`config.mk`:
```
export PLATFORM = sky130hd
export DESIGN_NAME = updown_count_ctrl
export DESIGN_NICKNAME = d
export VERILOG_FILES = /design/src/rtl/udc_pkg.sv /design/src/rtl/updown_counter_core.sv /design/src/rtl/updown_count_ctrl.sv
export SDC_FILE = /design/constraint.sdc
export NUM_CORES = 1
export LEC_CHECK = 0
export ABC_AREA = 0
export BUFFER_PORTS_ARGS = -buffer_cell sky130_fd_sc_hd__buf_2
export CAP_MARGIN = 5
export CORE_ASPECT_RATIO = 0.75
export CORE_MARGIN = 2
export CORE_UTILIZATION = 55
export CTS_CLUSTER_DIAMETER = 150
export CTS_CLUSTER_SIZE = 20
export DETAILED_ROUTE_END_ITERATION = 7
export PLACE_DENSITY = 0.74
export SYNTH_ARGS = -nofsm -noshare
export SYNTH_HDL_FRONTEND = slang
export SYNTH_HIERARCHICAL = 1
export SYNTH_SLANG_ARGS = --single-unit
```
`constraint.sdc`:
```
create_clock -name clk -period 5.6 [get_ports clk]
set_input_delay 1.68 -clock clk [delete_from_list [all_inputs] [get_ports clk]]
set_output_delay 1.68 -clock clk [all_outputs]
set_load 0.03 [all_outputs]
```
`src/rtl/udc_pkg.sv`:
```
// Shared encodings for the up/down count controller and its counter core.
package udc_pkg;

   typedef enum logic [1:0] {
      MODE_UP   = 2'b00,
      MODE_DOWN = 2'b01,
      MODE_PP   = 2'b10,
      MODE_RSVD = 2'b11
   } mode_t;

   // FINISH is the one-cycle stop a reserved-mode job makes before done pulses.
   typedef enum logic [1:0] {
      IDLE     = 2'b00,
      RUN_UP   = 2'b01,
      RUN_DOWN = 2'b10,
      FINISH   = 2'b11
   } state_t;

endpackage

```
`src/rtl/updown_counter_core.sv`:
```
// W-bit up/down counter with synchronous load; terminal detection lives in the controller.
module updown_counter_core #(
   parameter int W = 4
) (
   input  logic         clk,
   input  logic         rst,
   input  logic         load,
   input  logic [W-1:0] load_val,
   input  logic         en,
   input  logic         ud,
   output logic [W-1:0] count
);

   always_ff @(posedge clk or negedge rst) begin
      if (!rst)
         count <= '0;
      else if (load)
         count <= load_val;
      else if (en)
         count <= ud ? count + 1'b1 : count - 1'b1;
   end

endmodule

```
`src/rtl/updown_count_ctrl.sv`:
```
// Command-driven sequencer: runs one up/down/ping-pong counting job per handshake.
//
// state    | meaning
// ---------+---------------------------------------------------------------
// IDLE     | no job; cmd_ready high unless abort
// RUN_UP   | counting up toward the latched limit
// RUN_DOWN | counting down toward limit (down-once) or start (ping-pong)
// FINISH   | reserved-mode job; done pulses on the next edge
module updown_count_ctrl
   import udc_pkg::*;
#(
   parameter int W  = 4,
   parameter int PW = 4
) (
   input  logic          clk,
   input  logic          rst,
   input  logic          cmd_valid,
   output logic          cmd_ready,
   input  logic [1:0]    cmd_mode,
   input  logic [W-1:0]  cmd_start,
   input  logic [W-1:0]  cmd_limit,
   input  logic [PW-1:0] cmd_passes,
   input  logic          pause,
   input  logic          abort,
   output logic [W-1:0]  count,
   output logic          ud,
   output logic          busy,
   output logic          tc,
   output logic          done
);

   state_t        state, state_n;
   mode_t         mode_q, mode_n;
   logic [W-1:0]  limit_q, limit_n;
   logic [W-1:0]  start_q, start_n;
   logic [PW-1:0] pass_q, pass_n;
   logic          ud_q, ud_n;
   logic          tc_n, done_n;
   logic          load, en;
   logic [W-1:0]  target;
   logic          at_target;

   assign cmd_ready = (state == IDLE) && !abort;
   assign busy      = (state != IDLE);
   assign ud        = ud_q;

   // Only the ping-pong return leg heads back to the start value.
   assign target    = (state == RUN_DOWN && mode_q == MODE_PP) ? start_q : limit_q;
   assign at_target = (count == target);

   always_ff @(posedge clk or negedge rst) begin
      if (!rst) begin
         state   <= IDLE;
         mode_q  <= MODE_UP;
         limit_q <= '0;
         start_q <= '0;
         pass_q  <= '0;
         ud_q    <= 1'b1;
         tc      <= 1'b0;
         done    <= 1'b0;
      end else begin
         state   <= state_n;
         mode_q  <= mode_n;
         limit_q <= limit_n;
         start_q <= start_n;
         pass_q  <= pass_n;
         ud_q    <= ud_n;
         tc      <= tc_n;
         done    <= done_n;
      end
   end

   always_comb begin
      state_n = state;
      mode_n  = mode_q;
      limit_n = limit_q;
      start_n = start_q;
      pass_n  = pass_q;
      ud_n    = ud_q;
      tc_n    = 1'b0;
      done_n  = 1'b0;
      load    = 1'b0;
      en      = 1'b0;

      case (state)
         IDLE: begin
            if (cmd_valid && cmd_ready) begin
               mode_n  = mode_t'(cmd_mode);
               limit_n = cmd_limit;
               start_n = cmd_start;
               pass_n  = (cmd_passes == '0) ? PW'(1) : cmd_passes;
               case (mode_t'(cmd_mode))
                  MODE_UP, MODE_PP: begin
                     load    = 1'b1;
                     ud_n    = 1'b1;
                     state_n = RUN_UP;
                  end
                  MODE_DOWN: begin
                     load    = 1'b1;
                     ud_n    = 1'b0;
                     state_n = RUN_DOWN;
                  end
                  default: state_n = FINISH;
               endcase
            end
         end

         RUN_UP, RUN_DOWN: begin
            if (abort) begin
               state_n = IDLE;
            end else if (!pause) begin
               if (!at_target) begin
                  en = 1'b1;
               end else begin
                  tc_n = 1'b1;
                  if (mode_q == MODE_PP && state == RUN_UP) begin
                     ud_n    = 1'b0;
                     state_n = RUN_DOWN;
                  end else if (mode_q == MODE_PP && pass_q > PW'(1)) begin
                     pass_n  = pass_q - PW'(1);
                     ud_n    = 1'b1;
                     state_n = RUN_UP;
                  end else begin
                     done_n  = 1'b1;
                     state_n = IDLE;
                  end
               end
            end
         end

         FINISH: begin
            if (abort) begin
               state_n = IDLE;
            end else if (!pause) begin
               done_n  = 1'b1;
               state_n = IDLE;
            end
         end

         default: state_n = IDLE;
      endcase
   end

   updown_counter_core #(.W(W)) u_core (
      .clk      (clk),
      .rst      (rst),
      .load     (load),
      .load_val (cmd_start),
      .en       (en),
      .ud       (ud_q),
      .count    (count)
   );

endmodule

```
=== Yosys cells after proc, flatten, opt, wreduce, memory -nomap -nowiden ===
Cells that the tools add are included.
W data, S select, Z words.

* Memories kept: 0
* Bits in writable memories: 0
* Flip-flop bits (word level): 23
* Input port bits: 19
* Bits in read-only memories: 0
* Latch bits: 0
* Logic and storage cells: 99
* Output and inout bits: 9

* Add/subtract/negate cells: 3
* Shift-type cells: 0
* Bitwise logic cells: 0
* Reduce and logical (&&, ||, !) cells: 19
* Multiplexer cells: 49
* Multiply operators: 0
* $lt $le $gt $ge: 1
* Eq/ne operators: 18
* Divide/modulo/power cells: 0

{| class="wikitable"
|+ Operators with widths
! operator !! count
|-
| $mux W4 || 11
|-
| $mux W1 || 25
|-
| $mux W2 || 7
|-
| $reduce_and A7 Y1 || 2
|-
| $ne A3 B3 Y1 const B || 4
|-
| $ne A2 B2 Y1 const B || 5
|-
| $eq A2 B2 Y1 const B || 4
|-
| $pmux W4 S2 || 1
|-
| $sub A4 B1 Y4 const B || 2
|-
| $pmux W1 S2 || 3
|-
| $pmux W2 S3 || 1
|-
| $reduce_bool A2 Y1 || 3
|-
| $logic_and A1 B1 Y1 || 5
|-
| $add A4 B1 Y4 const B || 1
|-
| $eq A2 B1 Y1 const B || 2
|-
| $eq A4 B4 Y1 || 1
|-
| $gt A4 B1 Y1 const B || 1
|-
| $logic_not A2 Y1 || 2
|-
| $logic_not A4 Y1 || 1
|-
| $pmux W2 S2 || 1
|-
| $reduce_and A4 Y1 || 1
|-
| $reduce_or A2 Y1 || 2
|-
| $ne A3 B1 Y1 const B || 1
|-
| $reduce_or A3 Y1 || 1
|-
| other kinds (3) || 3
|}

=== Longest topological paths before layout ===
* Depth after elaboration: 10
* Gate-level depth with buffers: 11
* Mapped depth without buffers: 10

=== Hierarchy ===
The synthesis kept the hierarchy.

{| class="wikitable"
|+ Modules (own cells, without submodules)
! module !! times used !! cells each !! seq. area each (um2) !! area each (um2)
|-
| updown_count_ctrl || 1 || 142 || 476.7 || 1311.3
|-
| updown_counter_core || 1 || 32 || 100.1 || 311.5
|}

=== Worst setup path before layout ===
No wires, ideal clock.

* Path kind: in2out
* From: in abort
* To: out cmd_ready
* Buffers on the path: 0
* Stages on the path: 1
* Required time: 3.920 ns
* Data arrival time: 2.082 ns
* Setup slack: 1.838 ns
* Path through: nor2_1

* Longest elaborated chain between the ends: 2

{| class="wikitable"
|+ Ends and longest elaborated chain
! what !! line !! source
|-
| start: declaration || updown_count_ctrl.sv:24 || <nowiki>input logic abort,</nowiki>
|-
| $logic_not A1 Y1 || updown_count_ctrl.sv:43 || <nowiki>assign cmd_ready = (state == IDLE) && !abort;</nowiki>
|-
| $logic_and A1 B1 Y1 || updown_count_ctrl.sv:43 ||
|-
| end: declaration || updown_count_ctrl.sv:18 || <nowiki>output logic cmd_ready,</nowiki>
|}

Every way passes these cells.

=== Worst setup path after layout ===
Ends and elaborated chain as after synthesis.

==> impl_metrics.csv <==
group,metric,value,unit
status,status,"finished, final reports clean",
logic_synthesis,synth_cell_types,54,
logic_synthesis,async_flop_share,1.00,
layout,syn_to_final_growth,12.2,%
logic_synthesis,synth_top_area_frac,0.339,
logic_synthesis,synth_cells,174,
route,wl,3.60,mm
placement,detailed_place_hpwl,2.66,mm
timing,fmax,0.265,GHz
layout,drive_above_1_share,0.232,
timing,period_share,0.674,
cts,clock_latency,0.27,ns
timing,hold_slack,0.503,ns
logic_synthesis,syn_area,1620,µm²
global_routing,antenna_found_initial,0,
die,die_area,3410,µm²
timing,rsz0062_at_grt,"no",
global_routing,grtUsageTotal,0.242,
global_routing,first_global_vias,1291,
die,fp.dieW,66.7,µm
route,first_iter_violations,112,
placement,numPortBuffers,27,
timing,worst_clock_skew,0.00822,ns
global_routing,grt_max_degree,24,
timing,hold_viol,0,
logic_synthesis,ys_seq_area_frac,0.355,
power,power_density,578,nW/µm²
layout,diodes,0,
cts,cts-root-buf,"clkbuf_8",
layout,fillers,252,
timing,setup_tns,0,ns
timing,slew_headroom,0.454,
logic_synthesis,synth_warnings,6,
critical_path,crit_slowest_cell,"buf_2",
global_routing,grt_overflow,0,
cts,postCtsSetupBuffers,0,
critical_path,cp-end-kind,"primary output",
cts,cts_tree,"done",
timing,finalSetupViolCount,0,
cts,clockBufferDepth,2,
critical_path,path_class,"in2out",
logic_synthesis,syn_avg_cell_area,9.33,µm²
cts,path_clk_slew,0.08,ns
power,irDropWorstVdd,257,µV
critical_path,path_buf_inv,2,
global_routing,gr-usage-met2,0.380,
global_routing,grt_pass1_wl,6.08,mm
critical_path,crit_family,"buffers and inverters",
logic_synthesis,yosysTopAreaCell,"dfrtp_1",
logic_synthesis,synth_edf_count,0,
route,wl_per_cell,15.2,µm
die,initial_utilization,0.565,
logic_synthesis,syn_nets,202,
route,drcViolationCount,0,
die,fp-row-count,17,
cts,clock_sinks,23,
timing,slew_viol_final,0,
route,avgViaCountPerCell,5.66,
hold_path,min_path_type,"reg2reg",
critical_path,crit_path_frequent_cell,"buf_2",
route,ant_nets,0,
cts,cts-hold-fix-buffers,0,
logic_synthesis,synth_area_leaders,"dfrtp_1 (34%), nand2_1 (7.6%), ha_1 (6.2%)",
placement,gp_congestion,0.828,
logic_synthesis,synth_ff_type,"dfrtp_1",
logic_synthesis,ys_seq_elements,23,
route,vias,1335,
power,leakagePower,0.878,nW
critical_path,crit_chain,"buf_2 > nor2_1 > buf_2",
route,drtPass1Iterations,4,
timing,worst_pin_slew,0.813,ns
layout,stdcell_area,1820,µm²
cts,numCtsBuffers,3,
die,core-area,2870,µm²
flow_run,drv_cap,0,
timing,setup_slack,1.83,ns
critical_path,critPathArrivalTime,2.09,ns
critical_path,cp.required,3.92,ns
die,dieHeight,51.0,µm
critical_path,slowest_delay,0.20,ns
global_routing,use_met3,0.0529,
timing,post-route-min-period,3.77,ns
critical_path,worst_setup_path_start_kind,"input port",
placement,dp_slack,1.83,ns
layout,layout.nets,227,
global_routing,busiest_layer,"met2",
critical_path,cp_max_fo,5,
placement,placed_cell_area,1780,µm²
global_routing,grtUsageMet1,0.329,
cts,cts_resized,0,
cts,htreeDepth,1,
die,pin_count,28,
==> kinds of logic after synthesis <==
kind of cell,Yosys count,synth area share
AND/OR/NAND/NOR,73,0.251
adder cells (fa/ha/maj),9,0.0740
buffers and inverters,20,0.0486
flip-flops,23,0.355
XOR/XNOR,7,0.0378
multiplexers,8,0.0532
AO/OA/AOI/OAI,34,0.180
==> synth_stat cells, types with 2 or more instances <==
master and count:
nand2_1 33, dfrtp_1 22, inv_1 13, ha_1 8, nor2_1 8, nor3_1 7, clkbuf_1 6, mux2i_1 6
o21ai_0 6, xor2_1 5, a21oi_1 4, nand2b_1 3, o21ai_1 3, a21o_1 2, a31oi_1 2, and2_1 2
nand3_1 2, nor3_2 2, nor3b_2 2, nor4_1 2, o211ai_1 2, xnor2_1 2
==> final timing paths <==
| path | slack (ns) | cells past startpoint | start | endpoint |
|---|---|---|---|---|
| max in group asynchronous | 3.85 | 1 | rst | ud |
| max reg2reg | 2.52 | 10 | state[0] | u_core/count[3] |
| min in group asynchronous | 1.39 | 1 | rst | tc |
| min | 0.50 | 2 | start_q[3] | start_q[3] |
| min reg2reg | 0.50 | 2 | start_q[3] | start_q[3] |
| max | 1.83 | 3 | abort | cmd_ready |
==> state kept, by name (all words and copies together) (netlist names) <==
register,flops
start_q,4
limit_q,4
mode_q,2
tc,1
pass_q,4
done,1
state,2
u_core/count,4
ud,1
==> cell usage in the layout, fill, tap and decap left out, types with 4 or more instances in the layout <==
cell type,Yosys,final
nand2_1,33,33
buf_2,0,27
dfrtp_1,22,22
inv_1,13,13
nor2_1,8,8
ha_1,8,8
nor3_1,7,7
mux2i_1,6,6
o21ai_0,6,6
xor2_1,5,5
a21oi_1,4,4
==> tightest hold or removal path: stages, from the launching register on <==
cell and delay (ns):
dfrtp_1 0.37, nand2_1 0.05, nand2_1 0.06
==> final cells by class <==
| type | instances | area (µm²) | area share |
|---|---|---|---|
| timing repair buffer | 27 | 135 | 0.0742 |
| sequential | 23 | 577 | 0.317 |
| clock buffer | 4 | 45.0 | 0.0247 |
| multi-input combinational | 131 | 967 | 0.531 |
| inverter | 13 | 48.8 | 0.0268 |
| tap | 38 | 47.5 | 0.0261 |
==> power breakdown <==
group          switching, W  leakage, nW  internal, W
registers         0.0000971        0.284     0.000244
logic              0.000361        0.572     0.000249
clock network     0.0000517       0.0228    0.0000508
total              0.000509        0.878     0.000544
==> metrics by stage <==
stage,utilization,power (W),cells
after floorplan,-,0.000808,174
after global placement,0.618,0.000916,232
after detailed placement,0.618,0.000945,232
after CTS,0.634,0.00105,236
after global routing,0.634,0.00114,236
final,0.634,0.00105,236
==> metal layers <==
metal	wire length (µm)	vias to the layer above	share of wire
met3	210	2	0.058
met5	0	-	0
met1	1600	637	0.45
li1	-	659	-
met2	1760	37	0.49
met4	25	0	0.0069
(Power assumes the default switching activity.)
